<file path="src/rtl/decode_stage.sv">
// RV32I decode stage: one instruction per handshake, decoded bundle held in a 2-entry skid buffer.
// Optional macro DECODE_RV32M_EN adds decoding of the M-extension multiply/divide group.
module decode_stage #(
   parameter int XLEN = 32,
   parameter int PC_W = 16
) (
   input  logic            clk,
   input  logic            rst,
   input  logic            flush,
   input  logic            in_valid,
   output logic            in_ready,
   input  logic [PC_W-1:0] in_pc,
   input  logic [31:0]     in_instr,
   output logic            out_valid,
   input  logic            out_ready,
   output logic [PC_W-1:0] out_pc,
   output logic [6:0]      opcode,
   output logic [4:0]      rd,
   output logic [4:0]      rs1,
   output logic [4:0]      rs2,
   output logic [2:0]      funct3,
   output logic [XLEN-1:0] imm,
   output logic [5:0]      alu_ctrl,
   output logic [1:0]      op_a_sel,
   output logic            op_b_sel,
   output logic [1:0]      wb_sel,
   output logic            reg_wen,
   output logic            mem_wen,
   output logic            mem_ren,
   output logic            branch_op,
   output logic            jump,
   output logic            illegal
);

   localparam logic [6:0] OpLui    = 7'b0110111;
   localparam logic [6:0] OpAuipc  = 7'b0010111;
   localparam logic [6:0] OpJal    = 7'b1101111;
   localparam logic [6:0] OpJalr   = 7'b1100111;
   localparam logic [6:0] OpBranch = 7'b1100011;
   localparam logic [6:0] OpLoad   = 7'b0000011;
   localparam logic [6:0] OpStore  = 7'b0100011;
   localparam logic [6:0] OpImm    = 7'b0010011;
   localparam logic [6:0] OpReg    = 7'b0110011;

   typedef struct packed {
      logic [PC_W-1:0] pc;
      logic [6:0]      opcode;
      logic [4:0]      rd;
      logic [4:0]      rs1;
      logic [4:0]      rs2;
      logic [2:0]      funct3;
      logic [XLEN-1:0] imm;
      logic [5:0]      alu_ctrl;
      logic [1:0]      op_a_sel;
      logic            op_b_sel;
      logic [1:0]      wb_sel;
      logic            reg_wen;
      logic            mem_wen;
      logic            mem_ren;
      logic            branch_op;
      logic            jump;
      logic            illegal;
   } bundle_t;

   logic [6:0]      op_f, f7_f;
   logic [2:0]      f3_f;
   logic [XLEN-1:0] imm_i, imm_s, imm_b, imm_u, imm_j;
   logic            bad;
   bundle_t         dec;

   assign op_f  = in_instr[6:0];
   assign f3_f  = in_instr[14:12];
   assign f7_f  = in_instr[31:25];
   assign imm_i = {{(XLEN-12){in_instr[31]}}, in_instr[31:20]};
   assign imm_s = {{(XLEN-12){in_instr[31]}}, in_instr[31:25], in_instr[11:7]};
   assign imm_b = {{(XLEN-12){in_instr[31]}}, in_instr[7], in_instr[30:25], in_instr[11:8], 1'b0};
   assign imm_u = {{(XLEN-31){in_instr[31]}}, in_instr[30:12], 12'b0};
   assign imm_j = {{(XLEN-20){in_instr[31]}}, in_instr[19:12], in_instr[20], in_instr[30:21], 1'b0};

   always_comb begin
      dec        = '0;
      bad        = 1'b0;
      dec.pc     = in_pc;
      dec.opcode = op_f;
      case (op_f)
         OpLui, OpAuipc: begin
            dec.rd       = in_instr[11:7];
            dec.imm      = imm_u;
            dec.op_a_sel = (op_f == OpLui) ? 2'b11 : 2'b01;
            dec.op_b_sel = 1'b1;
            dec.reg_wen  = 1'b1;
         end
         OpJal, OpJalr: begin
            dec.rd       = in_instr[11:7];
            dec.op_a_sel = 2'b10;
            dec.op_b_sel = 1'b1;
            dec.wb_sel   = 2'b10;
            dec.reg_wen  = 1'b1;
            dec.jump     = 1'b1;
            if (op_f == OpJal) begin
               dec.imm      = imm_j;
               dec.alu_ctrl = 6'b011111;
            end else begin
               dec.rs1      = in_instr[19:15];
               dec.funct3   = f3_f;
               dec.imm      = imm_i;
               dec.alu_ctrl = 6'b111111;
               bad          = (f3_f != 3'b000);
            end
         end
         OpBranch: begin
            dec.rs1       = in_instr[19:15];
            dec.rs2       = in_instr[24:20];
            dec.funct3    = f3_f;
            dec.imm       = imm_b;
            dec.alu_ctrl  = {3'b010, f3_f};
            dec.branch_op = 1'b1;
            bad           = (f3_f == 3'b010) || (f3_f == 3'b011);
         end
         OpLoad: begin
            dec.rd       = in_instr[11:7];
            dec.rs1      = in_instr[19:15];
            dec.funct3   = f3_f;
            dec.imm      = imm_i;
            dec.op_b_sel = 1'b1;
            dec.wb_sel   = 2'b01;
            dec.mem_ren  = 1'b1;
            dec.reg_wen  = 1'b1;
            bad          = (f3_f == 3'b011) || (f3_f == 3'b110) || (f3_f == 3'b111);
         end
         OpStore: begin
            dec.rs1      = in_instr[19:15];
            dec.rs2      = in_instr[24:20];
            dec.funct3   = f3_f;
            dec.imm      = imm_s;
            dec.op_b_sel = 1'b1;
            dec.mem_wen  = 1'b1;
            bad          = f3_f[2] || (f3_f == 3'b011);
         end
         OpImm: begin
            dec.rd       = in_instr[11:7];
            dec.rs1      = in_instr[19:15];
            dec.funct3   = f3_f;
            dec.imm      = imm_i;
            dec.op_b_sel = 1'b1;
            dec.reg_wen  = 1'b1;
            dec.alu_ctrl = {3'b000, f3_f};
            // Shift immediates carry funct7 in imm[11:5]; only srai may set bit 30.
            if (f3_f == 3'b001) begin
               bad = (f7_f != 7'b0000000);
            end else if (f3_f == 3'b101) begin
               if (f7_f == 7'b0100000) dec.alu_ctrl = 6'b001101;
               else bad = (f7_f != 7'b0000000);
            end
         end
         OpReg: begin
            dec.rd      = in_instr[11:7];
            dec.rs1     = in_instr[19:15];
            dec.rs2     = in_instr[24:20];
            dec.funct3  = f3_f;
            dec.reg_wen = 1'b1;
            if (f7_f == 7'b0000000) begin
               dec.alu_ctrl = {3'b000, f3_f};
            end else if ((f7_f == 7'b0100000) && ((f3_f == 3'b000) || (f3_f == 3'b101))) begin
               dec.alu_ctrl = {3'b001, f3_f};
`ifdef DECODE_RV32M_EN
            end else if (f7_f == 7'b0000001) begin
               dec.alu_ctrl = {3'b100, f3_f};
`endif
            end else begin
               bad = 1'b1;
            end
         end
         default: bad = 1'b1;
      endcase
      if (dec.rd == 5'd0) dec.reg_wen = 1'b0;
      if (bad) begin
         dec.reg_wen   = 1'b0;
         dec.mem_wen   = 1'b0;
         dec.mem_ren   = 1'b0;
         dec.branch_op = 1'b0;
         dec.jump      = 1'b0;
      end
      dec.illegal = bad;
   end

   bundle_t main_q, main_d, skid_q, skid_d;
   logic    main_valid_q, main_valid_d, skid_valid_q, skid_valid_d;
   logic    in_ready_q, in_ready_d;
   logic    in_fire, out_fire;

   assign in_fire  = in_valid && in_ready_q;
   assign out_fire = main_valid_q && out_ready;

   always_comb begin
      main_d       = main_q;
      skid_d       = skid_q;
      main_valid_d = main_valid_q;
      skid_valid_d = skid_valid_q;
      if (flush) begin
         main_valid_d = 1'b0;
         skid_valid_d = 1'b0;
      end else if (!main_valid_q || out_fire) begin
         if (skid_valid_q) begin
            main_d       = skid_q;
            main_valid_d = 1'b1;
            skid_valid_d = in_fire;
            if (in_fire) skid_d = dec;
         end else begin
            main_valid_d = in_fire;
            if (in_fire) main_d = dec;
         end
      end else if (in_fire) begin
         skid_d       = dec;
         skid_valid_d = 1'b1;
      end
      in_ready_d = !skid_valid_d;
   end

   always_ff @(posedge clk or posedge rst) begin
      if (rst) begin
         main_q       <= '0;
         skid_q       <= '0;
         main_valid_q <= 1'b0;
         skid_valid_q <= 1'b0;
         in_ready_q   <= 1'b1;
      end else begin
         main_q       <= main_d;
         skid_q       <= skid_d;
         main_valid_q <= main_valid_d;
         skid_valid_q <= skid_valid_d;
         in_ready_q   <= in_ready_d;
      end
   end

   assign in_ready  = in_ready_q;
   assign out_valid = main_valid_q;
   assign out_pc    = main_q.pc;
   assign opcode    = main_q.opcode;
   assign rd        = main_q.rd;
   assign rs1       = main_q.rs1;
   assign rs2       = main_q.rs2;
   assign funct3    = main_q.funct3;
   assign imm       = main_q.imm;
   assign alu_ctrl  = main_q.alu_ctrl;
   assign op_a_sel  = main_q.op_a_sel;
   assign op_b_sel  = main_q.op_b_sel;
   assign wb_sel    = main_q.wb_sel;
   assign reg_wen   = main_q.reg_wen;
   assign mem_wen   = main_q.mem_wen;
   assign mem_ren   = main_q.mem_ren;
   assign branch_op = main_q.branch_op;
   assign jump      = main_q.jump;
   assign illegal   = main_q.illegal;

endmodule
</file>
<file path="config.mk">
export PLATFORM = sky130hd
export DESIGN_NAME = decode_stage
export DESIGN_NICKNAME = d
export VERILOG_FILES = /design/src/rtl/decode_stage.sv
export SDC_FILE = /design/constraint.sdc
export NUM_CORES = 1
export LEC_CHECK = 0
export ABC_CLOCK_PERIOD_IN_PS = 6700
export CAP_MARGIN = 20
export CORE_UTILIZATION = 30
export DETAILED_ROUTE_END_ITERATION = 16
export PLACE_DENSITY = 0.46
export SKIP_LAST_GASP = 1
export SLEW_MARGIN = 30
export SYNTH_ARGS = -nofsm -noshare
export SYNTH_HDL_FRONTEND = slang
export SYNTH_SLANG_ARGS = --single-unit
</file>
<file path="constraint.sdc">
create_clock -name clk -period 6.7 [get_ports clk]
set_clock_uncertainty 0.2 [all_clocks]
set_input_delay 1.005 -clock clk [delete_from_list [all_inputs] [get_ports clk]]
set_output_delay 1.005 -clock clk [all_outputs]
set_load 0.02 [all_outputs]
</file>
==> impl_metrics.ini <==
[worst_setup_path]
endpoint_kind = register
cp-start-kind = input port
cp.required_ns = 6.82
crit_type = in2reg
path_max_fanout = 18
arrival_ns = 3.78

[detailed_routing]
ant_nets = 0
vias_per_cell = 4.82
vias = 6628
drc_errors = 0
drtPass1Iterations = 4
initialDrtViolationCount = 415
wl_per_cell_um = 17.0
drt_wl_total_mm = 23.3

[clock_tree]
clk_latency_ns = 0.42
cts.clk_slew.worst_paths_ns = 0.06
cts_root_buffer = clkbuf_16
cts.hold.buffers_added = 0
cts_resized = 0
cts_inserted_buffers = 17
postCtsSetupBuffers = 0
cts-htree-levels = 4
cts_sinks = 183
cts_tree = built
max-clock-path-buffers = 2

[synth]
ys_top_cells_by_count = nand2_1, dfrtp_1, o21ai_0, clkbuf_1, a21oi_1
yosysTopAreaCell = dfrtp_1
ys_types = 57
netlist.area_leader.share_pct = 54.2
synth_edf_count = 0
synth_most_common_cell = nand2_1
synthFlopType = dfrtp_1
synth-seq-area-share_pct = 54.6
async_reset_ff_share_pct = 100
syn_area_sq_um = 8400
yosys_warnings = 0
synth.area.top_cells = dfrtp_1, nand2_1, o21ai_0, mux2i_1, a21oi_1
synthCells = 889
ys_ff_latch = 183
synth_nets = 942
avgSynthCellArea_sq_um = 9.45

[timing]
min_period_ns = 3.66
finalHoldViolations = 0
rsz0062_at_grt = false
post-route-period-util_pct = 54.6
setup_tns_ns = 0
slew-limit-headroom_pct = 43.5
worst_slew_pin_slew_ns = 0.847
setup_viol = 0
slew_viol_final = 0
fmax_mhz = 273

[global_route]
antenna_found_initial = 1
grt_overflow = 0
grtUsageTotal_pct = 16.8
grt_pass1_wl_mm = 37.2
grt_max_degree = 140
grt_pass1_vias = 6444

[floorplan]
die_area_sq_um = 28700
io_pins = 145
die_w_um = 169
dieHeight_um = 169
start_util_pct = 30.9
core.rowCount = 60
core_area_sq_um = 27200

[pwr]
power.internal_mw = 1.95
power_switching_uw = 777
swShare_pct = 28.5
pwr_density_cell_nw_per_um2 = 255
power_mw = 2.73
p_seq_share_pct = 47.2
clock_power_share_pct = 35.8
leakage_nw = 4.44
p_comb_share_pct = 17.0
vdd_drop_max_v = 0.000113

[status]
status = finished clean

[placement]
place_congestion = 0.774
dpl.hpwl_mm = 15.2
dpl-instance-area_sq_um = 10100
port-buffer-count = 144

[run]
maxCapViolations = 0

[final_layout]
utilization_pct = 39.3
final_area_sq_um = 10700
layout-drive-gt1-share_pct = 8.18
n_antenna_cell = 0
areaGrowthSynthToFinish_pct = 27.1
finalNetCount = 1043

[hold_path]
hp-class = reg2reg
[worst max-delay path, stage by stage]
cell and delay (ns):
clkdlybuf4s50_1 0.87, nand4b_1 0.38, a21oi_1 0.76, o21ai_0 0.44, o31ai_1 0.32
[registers in the layout, indices dropped and copies added, names as in the netlist]
| name | flops |
|---|---|
| mem_ren | 1 |
| illegal | 1 |
| funct3 | 3 |
| rs1 | 5 |
| jump | 1 |
| skid_q | 90 |
| skid_valid_q | 1 |
| reg_wen | 1 |
| opcode | 7 |
| branch_op | 1 |
| out_valid | 1 |
| rs2 | 5 |
| imm | 32 |
| rd | 5 |
| op_b_sel | 1 |
| op_a_sel | 2 |
| mem_wen | 1 |
| alu_ctrl | 6 |
| wb_sel | 2 |
| in_ready | 1 |
| out_pc | 16 |
[cell type report]
class | instances | area [sq um]
Fill cell | 2798 | 16500
Multi-Input combinational cell | 631 | 3510
Sequential cell | 183 | 4580
Tap cell | 372 | 465
Timing Repair Buffer | 151 | 1510
Inverter | 6 | 35.0
Clock buffer | 18 | 439
Clock inverter | 13 | 123
[power by group through the flow]
| stage | clock network, mW | registers [mW] | logic, mW |
|---|---|---|---|
| 3_3_place_gp | 0 | 1.31 | 0.463 |
| 3_5_place_dp | 0 | 1.31 | 0.467 |
| 6_report | 0.975 | 1.29 | 0.464 |
| 2_1_floorplan | 0 | 1.37 | 0.185 |
| 5_1_grt | 1.05 | 1.30 | 0.510 |
| 4_1_cts | 1.01 | 1.29 | 0.469 |
[placed cells by master, fill, tap and decap left out, types with 2 or more instances in the layout]
| cell type | instances |
|---|---|
| clkbuf_16 | 17 |
| nand4b_1 | 2 |
| a22oi_1 | 16 |
| dfrtp_1 | 181 |
| nor4_1 | 3 |
| o21ai_1 | 4 |
| nand2_1 | 231 |
| clkdlybuf4s50_1 | 144 |
| nor3_1 | 2 |
| and3_1 | 16 |
| nand2b_1 | 3 |
| inv_1 | 5 |
| nor3_4 | 2 |
| nor2_1 | 26 |
| o21ai_0 | 127 |
| mux2_2 | 17 |
| nor2b_1 | 5 |
| buf_4 | 6 |
| o22ai_1 | 3 |
| a2111oi_0 | 2 |
| o31ai_1 | 7 |
| o21a_1 | 18 |
| clkinv_4 | 3 |
| inv_6 | 3 |
| o211ai_1 | 10 |
| a21boi_0 | 2 |
| a31oi_1 | 8 |
| nand3b_1 | 3 |
| clkinv_2 | 2 |
| o211ai_2 | 6 |
| nand3_1 | 20 |
| or2_2 | 2 |
| clkinvlp_4 | 4 |
| mux2i_1 | 27 |
| a21oi_1 | 43 |
[through the flow]
step | worst slack [ns] | hold slack (ns) | instances
detailed placement | 2.57 | 0.260 | 1342
floorplan | 0.525 | 0.241 | 889
CTS | 3.02 | 0.275 | 1373
global placement | 2.72 | 0.251 | 1342
global route | 2.81 | 0.294 | 1374
finish | 3.04 | 0.273 | 1374
[routing by layer]
metal  global-route usage (%)  routed length (um)  vias up
li1                         -                   -     3280
met5                        0                   0        -
met4                     3.96                 268        0
met3                     3.15                 969       15
met1                     24.2               11700     3186
met2                     25.9               10400      147
[kinds of logic after synthesis]
| family | Yosys count | share of synthesized area (%) |
|---|---|---|
| simple gates | 328 | 17.2 |
| compound gates | 258 | 18.8 |
| flops | 183 | 54.6 |
| buf+inv | 75 | 3.87 |
| mux | 44 | 5.50 |
| xor+xnor | 1 | 0.104 |
[path summary, 6_finish.rpt]
kind	startpoint	slack, ns	cells after the start	endpoint
setup / recovery	in_instr[6]	3.04	5	reg_wen$_DFFE_PP0P_
min in group asynchronous	rst	0.93	2	out_valid$_DFFE_PP0P_
hold reg to reg	skid_q[2]$_DFFE_PP0P_	0.27	2	skid_q[2]$_DFFE_PP0P_
hold / removal	skid_q[2]$_DFFE_PP0P_	0.27	2	skid_q[2]$_DFFE_PP0P_
setup reg to reg	skid_valid_q$_DFF_PP0_	3.55	4	imm[24]$_DFFE_PP0P_
max in group asynchronous	rst	4.27	3	skid_q[22]$_DFFE_PP0P_
No activity file was read; power rests on OpenSTA's default activity.
